**src/rtl/ram_file_port_arbiter.sv**
```systemverilog
// Time-slot arbiter sharing the register-file RAM between the core (Q2 read, Q4 write)
// and the debug port (Q1/Q3). Optional macro RAM_ARB_DBG_FULL_BW_EN: all slots go to debug while core_halt=1.
module ram_file_port_arbiter #(
  parameter int unsigned ADDR_WIDTH = 9,
  parameter int unsigned DATA_WIDTH = 8
) (
  input  logic                  clk,
  input  logic                  rst_n,
  output logic [1:0]            q_phase,
  input  logic [ADDR_WIDTH-1:0] core_addr,
  input  logic                  core_rd_req,
  input  logic                  core_wr_req,
  input  logic [DATA_WIDTH-1:0] core_wdata,
  output logic [DATA_WIDTH-1:0] core_rdata,
  input  logic                  core_halt,
  input  logic                  dbg_req,
  input  logic                  dbg_wr,
  input  logic [ADDR_WIDTH-1:0] dbg_addr,
  input  logic [DATA_WIDTH-1:0] dbg_wdata,
  output logic                  dbg_ack,
  output logic [DATA_WIDTH-1:0] dbg_rdata,
  output logic [ADDR_WIDTH-1:0] ram_addr,
  output logic                  ram_we,
  output logic [DATA_WIDTH-1:0] ram_wdata,
  input  logic [DATA_WIDTH-1:0] ram_rdata
);

  typedef enum logic [1:0] {
    Q1 = 2'd0,
    Q2 = 2'd1,
    Q3 = 2'd2,
    Q4 = 2'd3
  } phase_e;

  phase_e phase_q;
  phase_e phase_d;
  logic   halt_bw;
  logic   dbg_slot;
  logic   dbg_access;
  logic   core_rd_en;
  logic   core_wr_en;
  logic   ack_q;

`ifdef RAM_ARB_DBG_FULL_BW_EN
  assign halt_bw = core_halt;
`else
  logic unused_halt;
  assign unused_halt = core_halt;
  assign halt_bw     = 1'b0;
`endif

  // Phase register: free-running Q1..Q4
  always_ff @(posedge clk) begin
    if (!rst_n) phase_q <= Q1;
    else        phase_q <= phase_d;
  end

  always_comb begin
    phase_d = phase_q;
    case (phase_q)
      Q1: phase_d = Q2;
      Q2: phase_d = Q3;
      Q3: phase_d = Q4;
      Q4: phase_d = Q1;
    endcase
  end

  assign q_phase = phase_q;

  // Q1/Q3 are the even phases; a halted core in full-bandwidth builds gives up every slot
  assign dbg_slot   = ~phase_q[0] | halt_bw;
  assign dbg_access = dbg_slot & dbg_req & rst_n;
  assign core_rd_en = (phase_q == Q2) & core_rd_req & ~halt_bw;
  assign core_wr_en = (phase_q == Q4) & core_wr_req & ~halt_bw & rst_n;

  // RAM port mux; idle slots park on the core address/data
  always_comb begin
    ram_addr  = core_addr;
    ram_we    = 1'b0;
    ram_wdata = core_wdata;
    if (dbg_access) begin
      ram_addr  = dbg_addr;
      ram_we    = dbg_wr;
      ram_wdata = dbg_wdata;
    end else if (core_wr_en) begin
      ram_we = 1'b1;
    end
  end

  always_ff @(posedge clk) begin
    if (!rst_n) begin
      ack_q      <= 1'b0;
      core_rdata <= DATA_WIDTH'(0);
      dbg_rdata  <= DATA_WIDTH'(0);
    end else begin
      ack_q <= dbg_access;
      if (core_rd_en)              core_rdata <= ram_rdata;
      if (dbg_access && !dbg_wr)   dbg_rdata  <= ram_rdata;
    end
  end

  // A reset arriving in the ack cycle cancels the pulse immediately
  assign dbg_ack = ack_q & rst_n;

endmodule

```
**config.mk**
```make
export PLATFORM = sky130hd
export DESIGN_NAME = ram_file_port_arbiter
export DESIGN_NICKNAME = d
export VERILOG_FILES = /design/src/rtl/ram_file_port_arbiter.sv
export SDC_FILE = /design/constraint.sdc
export NUM_CORES = 1
export LEC_CHECK = 0
export CAP_MARGIN = 20
export CORE_UTILIZATION = 35
export DETAILED_ROUTE_END_ITERATION = 16
export PLACE_DENSITY_LB_ADDON = 0.08
export SYNTH_ARGS = -nofsm -noshare
export SYNTH_HDL_FRONTEND = slang
export SYNTH_SLANG_ARGS = --single-unit
export TNS_END_PERCENT = 10
```
**constraint.sdc**
```tcl
create_clock -name clk -period 2.9 [get_ports clk]
set_input_delay 0.58 -clock clk [delete_from_list [all_inputs] [get_ports clk]]
set_output_delay 0.58 -clock clk [all_outputs]
set_load 0.01 [all_outputs]
```
==> results of run 1 <==
where the power goes:
part	internal [mW]	switching (mW)	total, mW
combinational	0.213	0.135	0.348
sequential	0.289	0.0234	0.313
clock	0.0514	0.0832	0.135
logic make-up (layout without fill, tap and decap cells):
family	after synthesis	count (layout)	synth area share
flops	19	19	0.3531
simple gates	40	40	0.1870
mux	17	17	0.2091
compound gates	18	18	0.1347
buf+inv	11	93	0.06968
fa+ha+maj	4	4	0.04646
stage by stage:
step / worst slack (ps) / cells
2_1_floorplan: 922.0 / 109
3_3_place_gp: 77.24 / 218
3_5_place_dp: 6.409 / 218
4_1_cts: 4.280 / 222
5_1_grt: 6.095 / 222
6_report: 45.04 / 222
worst max-delay path: stages:
cell	delay [ps]
clkdlybuf4s50_1	480
nor2b_4	170
nand2_2	80
buf_12	160
mux2_4	300
clkdlybuf4s50_1	500
synth_stat cells, drive strengths merged:
library cell | count | area share
dfxtp | 19 | 0.35
nand2 | 19 | 0.069
mux2 | 17 | 0.21
nand3 | 16 | 0.084
a21boi | 9 | 0.063
o21ai | 8 | 0.065
buf | 5 | 0.049
ha | 4 | 0.046
clkbuf | 3 | 0.010
inv | 3 | 0.010
and2 | 2 | 0.012
nand3b | 1 | 0.0070
nor2b | 1 | 0.0081
o21a | 1 | 0.0070
or3b | 1 | 0.0081
registers in the layout, summed over array words and instances (netlist names):
name and cells:
ack_q 1, dbg_rdata 8, q_phase 2, core_rdata 8
worst max path at each step:
| stage | from | end | depth (start not counted) |
|---|---|---|---|
| after floorplan | dbg_req | ram_addr[0] | 4 |
| after global placement | dbg_req | ram_wdata[7] | 6 |
| after detailed placement | dbg_req | ram_addr[3] | 6 |
| after CTS | dbg_req | ram_addr[3] | 6 |
| after global routing | dbg_req | ram_addr[3] | 6 |
| final | dbg_req | ram_addr[3] | 6 |
per-layer routing:
metal	routed length [um]	vias up	global-route usage
met4	50	0	0.09408
met2	1458	56	0.3256
li1	-	540	-
met3	344	4	0.08163
met5	0	-	0
met1	1173	478	0.2182
area by class of cell:
class | count | share of cell area
clock buffers | 3 | 0.01152
well taps | 31 | 0.01983
multi-input cells | 79 | 0.3205
clock inverters | 1 | 0.002559
repair buffers | 86 | 0.4453
inverters | 3 | 0.005758
flip-flops and latches | 19 | 0.1945
==> impl_metrics.ini, run 1 <==
[status]
status = finished, violations left
violations = DRC

[worst_setup_path]
worst_ep_required_time_ps = 2320
crit_type = input pin to primary output
worstReg2RegEnd = dbg_rdata[1]
worstPathArrival_ps = 2270
worst_setup_path_end_kind = primary output
r2r-start = q_phase[0]
crit_fanout = 18
startpoint_type = input pin
reg2reg_depth = 3
r2r_setup_slack_ps = 1400

[routing]
avgViaCountPerCell = 4.856
drt_iter0_drc = 36
postRouteAntennaNets = 0
wl_um = 3027
vias = 1078
wl_per_cell_um = 13.64
dr.pass1.iters = 12
drt_drc_violations_left = 2

[clock_tree]
root_buffer = clkbuf_4
cts_inserted_buffers = 3
clk_pin_slew_ps = 100
clock_sinks = 19
ctsLongestPathBuffers = 2
holdBufCountCts = 0
cts_resized = 0
cts_tree = built
post_cts_buffers = 0
cts_max_level = 1
clk_latency_ps = 300

[floorplanning]
num_rows = 19
dieArea_sq_um = 3304
core-area_sq_um = 2829
die_x_um = 57.48
initial_core_util = 0.3808
ios = 86
die_h_um = 57.48

[sta]
tightest_slew_ps = 679.0
fin_worst_skew_ps = 7.374
hold_viol_final = 0
rsz0062_at_grt = no
drv_slew = 0
fin_crit_ps = 2855
slew_headroom = 0.5473
whs_ps = 463.8
fin_tns_setup_ps = 0
finalSetupViolCount = 0
fin_crit_sh = 0.9845
clock.fmax_mhz = 350.3

[global_routing]
grt_pass1_vias = 1068
grt_max_degree = 29
grt-ovfl-total = 0
antenna_found_initial = 0
grt_use_total = 0.1969
grt_pass1_wl_um = 4809

[cells_and_area]
drive_above_1_share = 0.1832
layout.nets = 245
layout_common_cells = 83 x clkdlybuf4s50_1, 19 x dfxtp_1, 18 x nand2_1, 14 x nand3_1
seqCellArea_sq_um = 380.4
final_area_sq_um = 1956
final_util = 0.6913
area_growth_pct = 81.53
diodes = 0
multi_input_area_sq_um = 626.9
nFillCells = 226
final_common_cell = clkdlybuf4s50_1

[hold_path]
hold_depth = 2
worstHoldStart = dbg_rdata[7]
hold_class = register to register
holdPathEnd = dbg_rdata[7]

[pwr]
p_total_uw = 795.6
power_density_nw_per_um2 = 406.8
ir_drop_v = 0.0002036
p_leak_nw = 0.7816

[synthesis]
syn_nets = 162
yosysWarnings = 0
syn_inst = 109
synth_cell_types = 20
ys_ff_latch = 19
syn_area_sq_um = 1077
syn_area_per_cell_sq_um = 9.883
yosysSeqAreaShare = 0.3531

[placed_design]
dp_hpwl_um = 2498
post_dp_cell_area_sq_um = 1921
gp_congestion = 0.7285
numPortBuffers = 84

[job]
cap_violations = 0
(Power assumes the default switching activity.)
==> inputs of run 2 (changes only) <==
--- a/config.mk
+++ b/config.mk
@@ -9,6 +9,7 @@
 export CORE_UTILIZATION = 35
 export DETAILED_ROUTE_END_ITERATION = 16
 export PLACE_DENSITY_LB_ADDON = 0.08
+export SETUP_SLACK_MARGIN = 0.2
 export SYNTH_ARGS = -nofsm -noshare
 export SYNTH_HDL_FRONTEND = slang
 export SYNTH_SLANG_ARGS = --single-unit
==> run 2 against run 1 <==
The flow still finishes with violations (DRC). Worst hold slack better by 1.3 ps. Utilization up 1.8 points. Via count down 0.74%.
==> impl_metrics.ini, run 2 (synthesis gave the netlist of run 1 again) <==
[clock_tree]
clk_latency_ps = 300
cts_inserted_buffers = 3
root_buffer = clkbuf_4
cts_tree = built
clock_sinks = 19
cts_max_level = 1
ctsLongestPathBuffers = 2
holdBufCountCts = 0
clk_pin_slew_ps = 100

[pwr]
clockPowerShare = 0.170
p_int_uw = 548.7
switching_share = 0.3047
p_switching_uw = 240.5
p_leak_nw = 0.9422
ir_drop_v = 0.0002016
p_total_uw = 789.2
comb_power_share = 0.434
power_frac_seq = 0.396
power_density_nw_per_um2 = 393.2

[worst_setup_path]
crit_type = input pin to primary output
startpoint_type = input pin
crit_fanout = 18
crit_family = buffers and inverters
worstPathArrival_ps = 2080
cp.buffers_inverters = 3
cp_num_cells = 6
r2r-start = q_phase[0]
worst_ep_required_time_ps = 2320
timing.critical_path.from = dbg_req
crit_path_cell_trace = clkdlybuf4s50_1 -> nor2b_4 -> nand2_2 -> buf_12 -> mux2_4 -> dlygate4sd2_1
cpMaxStageDelayCell = clkdlybuf4s50_1
max_stage_delay_ps = 480
worst_setup_path_end_kind = primary output
reg2reg_depth = 3

[routing]
wl_per_cell_um = 13.55
postRouteAntennaNets = 0
vias = 1070
drt_iter0_drc = 38
wl_um = 3009
drt_drc_violations_left = 2
dr.pass1.iters = 12
avgViaCountPerCell = 4.820

[status]
violations = DRC
status = finished, violations left

[floorplanning]
die_h_um = 57.48
ios = 86
initial_core_util = 0.3808
dieArea_sq_um = 3304
num_rows = 19
core-area_sq_um = 2829
die_x_um = 57.48

[placed_design]
dp_hpwl_um = 2498
gp_congestion = 0.7285
numPortBuffers = 84
dp_cells = 218

[sta]
finalSetupViolCount = 0
hold_viol_final = 0
rsz0062_at_grt = no
slew_headroom = 0.5494
clock.fmax_mhz = 376.3
tightest_slew_ps = 675.9
whs_ps = 465.2
fin_crit_ps = 2657
fin_worst_skew_ps = 6.517
fin_crit_sh = 0.9164
drv_slew = 0
fin_tns_setup_ps = 0

[global_routing]
grt-ovfl-total = 0
grt_pass1_wl_um = 4809
grt_pass1_vias = 1068
grt_max_degree = 29
antenna_found_initial = 0
grt_use_total = 0.1969

[job]
cap_violations = 0

[cells_and_area]
layout.nets = 245
final_cell_count_no_fill = 222
layout_common_cells = 66 x clkdlybuf4s50_1, 19 x dfxtp_1, 18 x nand2_1, 17 x dlymetal6s2s_1, 14 x nand3_1
diodes = 0
area_growth_pct = 86.29
drive_above_1_share = 0.1832
final_common_cell = clkdlybuf4s50_1

[hold_path]
hold_class = register to register
worstHoldStart = dbg_rdata[7]
hold_depth = 2
[run 2: worst paths after layout]
path | end | slack, ps
worst max register to register | dbg_rdata[1] | 1410
worst min-delay path | dbg_rdata[7] | 470
worst max-delay path | ram_addr[3] | 240
worst min register to register | dbg_rdata[7] | 470
[run 2: through the flow]
| step | util | area [sq um] | worst slack (ps) |
|---|---|---|---|
| 5_1_grt | 0.7094 | 2007 | 208.5 |
| 4_1_cts | 0.6882 | 1947 | 8.184 |
| 2_1_floorplan | - | 1077 | 922.0 |
| 3_5_place_dp | 0.6789 | 1921 | 6.409 |
| 6_report | 0.7094 | 2007 | 242.5 |
| 3_3_place_gp | 0.6789 | 1921 | 77.24 |
[run 2: tightest hold or removal path, stage by stage (launching register included)]
cell	delay (ps)
dfxtp_1	340
nand3_2	60
o21ai_2	40
[run 2: layout make-up]
type	count	area (sq um)
Clock buffer	3	22.52
Clock inverter	1	5.005
Fill cell	219	822.0
Inverter	3	11.26
Multi-Input combinational cell	79	626.9
Sequential cell	19	380.4
Tap cell	31	38.79
Timing Repair Buffer	86	922.1
[run 2: power groups by stage]
stage / sequential [mW] / combinational (mW) / clock (mW)
4_1_cts: 0.312 / 0.350 / 0.137
2_1_floorplan: 0.327 / 0.154 / 0
3_5_place_dp: 0.318 / 0.350 / 0
6_report: 0.313 / 0.342 / 0.134
3_3_place_gp: 0.316 / 0.340 / 0
5_1_grt: 0.317 / 0.373 / 0.152
[run 2: repair_timing]
| action | CTS | global route |
|---|---|---|
| setup endpoints to repair | 18 | 19 |
| setup buffers | 0 | 0 |
| resized for setup | 1 | 22 |
[run 2: per-layer routing]
layer | track usage | share of wire | wire, um | up-vias
met1 | 0.2182 | 0.37 | 1125 | 469
met3 | 0.08163 | 0.11 | 342 | 4
met2 | 0.3256 | 0.50 | 1491 | 56
li1 | - | - | - | 541
met4 | 0.09408 | 0.017 | 50 | 0
met5 | 0 | 0 | 0 | -
==> inputs of run 3 (changes only) <==
--- a/config.mk
+++ b/config.mk
@@ -9,6 +9,7 @@
 export CORE_UTILIZATION = 35
 export DETAILED_ROUTE_END_ITERATION = 16
 export PLACE_DENSITY_LB_ADDON = 0.08
+export RECOVER_POWER = 25
 export SETUP_SLACK_MARGIN = 0.2
 export SYNTH_ARGS = -nofsm -noshare
 export SYNTH_HDL_FRONTEND = slang
==> run 3 against run 2 <==
The run still ends with DRC left. Register-to-register slack about the same. Global-route usage unchanged. Sequential power about the same. Clock-buffer cell count unchanged. Worst setup slack better by 0.75 ps. Clock power about the same. Combinational power is essentially flat. Clock skew barely moved. Via count is 0.65% higher. Total power down 0.22%. Flip-flop and latch count unchanged. Wire length down 0.17%. Largest cell class unchanged. Highest routed layer unchanged.
==> impl_metrics.ini, run 3 (synthesis gave the netlist of run 1 again) <==
[floorplanning]
initial_core_util = 0.3808
core-area_sq_um = 2829
ios = 86
die_x_um = 57.48
dieArea_sq_um = 3304
num_rows = 19
die_h_um = 57.48

[routing]
wl_met2_um = 1488
drt_drc_violations_left = 2
postRouteAntennaNets = 0
highest_layer = met4
wl_met1_um = 1122
dr.pass1.iters = 12
wl_per_cell_um = 13.53
wl_um = 3004
vias = 1077
drt_iter0_drc = 39
avgViaCountPerCell = 4.851
route.met3.wl_um = 343

[pwr]
p_switching_uw = 240.4
power_frac_seq = 0.397
p_int_uw = 547.1
switching_share = 0.3053
power_density_nw_per_um2 = 392.4
p_total_uw = 787.4
comb_power_share = 0.433
clockPowerShare = 0.170
ir_drop_v = 0.0002017
p_leak_nw = 0.9510

[sta]
slew_headroom = 0.5484
fin_tns_setup_ps = 0
clock.fmax_mhz = 376.4
fin_crit_ps = 2657
setup_ws_ps = 243.3
fin_crit_sh = 0.9161
hold_viol_final = 0
rsz0062_at_grt = no
fin_worst_skew_ps = 6.672
drv_slew = 0
tightest_slew_ps = 677.4
finalSetupViolCount = 0

[status]
violations = DRC
status = finished, violations left

[global_routing]
grt-ovfl-total = 0
grt_pass1_vias = 1068
antenna_found_initial = 0
grt_pass1_wl_um = 4809
grt_use_total = 0.1969
grt_max_degree = 29

[worst_setup_path]
r2r_setup_slack_ps = 1400
worst_ep_required_time_ps = 2320
startpoint_type = input pin
worst_setup_path_end_kind = primary output
worstPathArrival_ps = 2080
crit_fanout = 18
crit_type = input pin to primary output

[clock_tree]
clk_latency_ps = 300
post_cts_buffers = 0
holdBufCountCts = 0
ctsLongestPathBuffers = 2
root_buffer = clkbuf_4
cts_max_level = 1
cts_tree = built
clk_pin_slew_ps = 100
clock_sinks = 19
cts_inserted_buffers = 3

[cells_and_area]
drive_above_1_share = 0.1832
diodes = 0
multi_input_area_sq_um = 626.9
layout.nets = 245
final_common_cell = clkdlybuf4s50_1
nFillCells = 219
seqCellArea_sq_um = 380.4
final_util = 0.7094
layout_common_cells = 63 x clkdlybuf4s50_1, 19 x dfxtp_1, 18 x nand2_1, 17 x dlymetal6s2s_1, 14 x nand3_1
area_growth_pct = 86.29
final_area_sq_um = 2007

[placed_design]
numPortBuffers = 84
place_ws_ps = 6.409
post_dp_cell_area_sq_um = 1921
gp_congestion = 0.7285
dp_hpwl_um = 2498

[hold_path]
hold_class = register to register

[job]
cap_violations = 0
run 3: cell count changes in the layout (fill, tap and decap cells not counted), sizes merged:
cell and delta:
clkdlybuf4s50 -3, dlygate4sd3 +3
run 3: worst paths after layout:
check,from,end,cells after the start
worst max-delay path,dbg_req,ram_addr[3],6
worst min-delay path,dbg_rdata[7],dbg_rdata[7],2
worst max register to register,q_phase[0],dbg_rdata[1],3
worst min register to register,dbg_rdata[7],dbg_rdata[7],2
run 3: layout make-up:
class                   instances  share of cell area
inverters                       3            0.005611
well taps                      31             0.01933
clock inverters                 1            0.002494
clock buffers                   3             0.01122
multi-input cells              79              0.3123
repair buffers                 86              0.4595
flip-flops and latches         19              0.1895
run 3: metrics by stage:
stage	hold slack, ps	cells
floorplan	480.7	109
global route	485.9	222
CTS	468.8	222
detailed placement	451.2	218
global placement	444.8	218
finish	464.7	222
run 3: power groups by stage:
stage,logic [mW],clock network [mW],registers [mW]
6_report,0.341,0.134,0.313
5_1_grt,0.372,0.152,0.317
4_1_cts,0.350,0.137,0.312
3_5_place_dp,0.350,0,0.318
3_3_place_gp,0.340,0,0.316
2_1_floorplan,0.154,0,0.327
run 3: worst max-delay path: stages:
cell and delay (ps):
clkdlybuf4s50_1 480, nor2b_4 170, nand2_2 80, buf_12 160, mux2_4 300, dlygate4sd2_1 290
run 3: what timing repair did:
| action | in CTS | in global routing |
|---|---|---|
| pin swaps | 0 | 0 |
| gates resized for setup | 1 | 22 |
| gates cloned | 0 | 0 |
| endpoints found under the setup margin | 18 | 19 |
| hold endpoints to repair | 0 | 0 |
run 3: layer usage:
layer  track usage  vias to the layer above
met5             0                        -
met4       0.09408                        0
met3       0.08163                        4
met2        0.3256                       58
met1        0.2182                      473
li1              -                      542
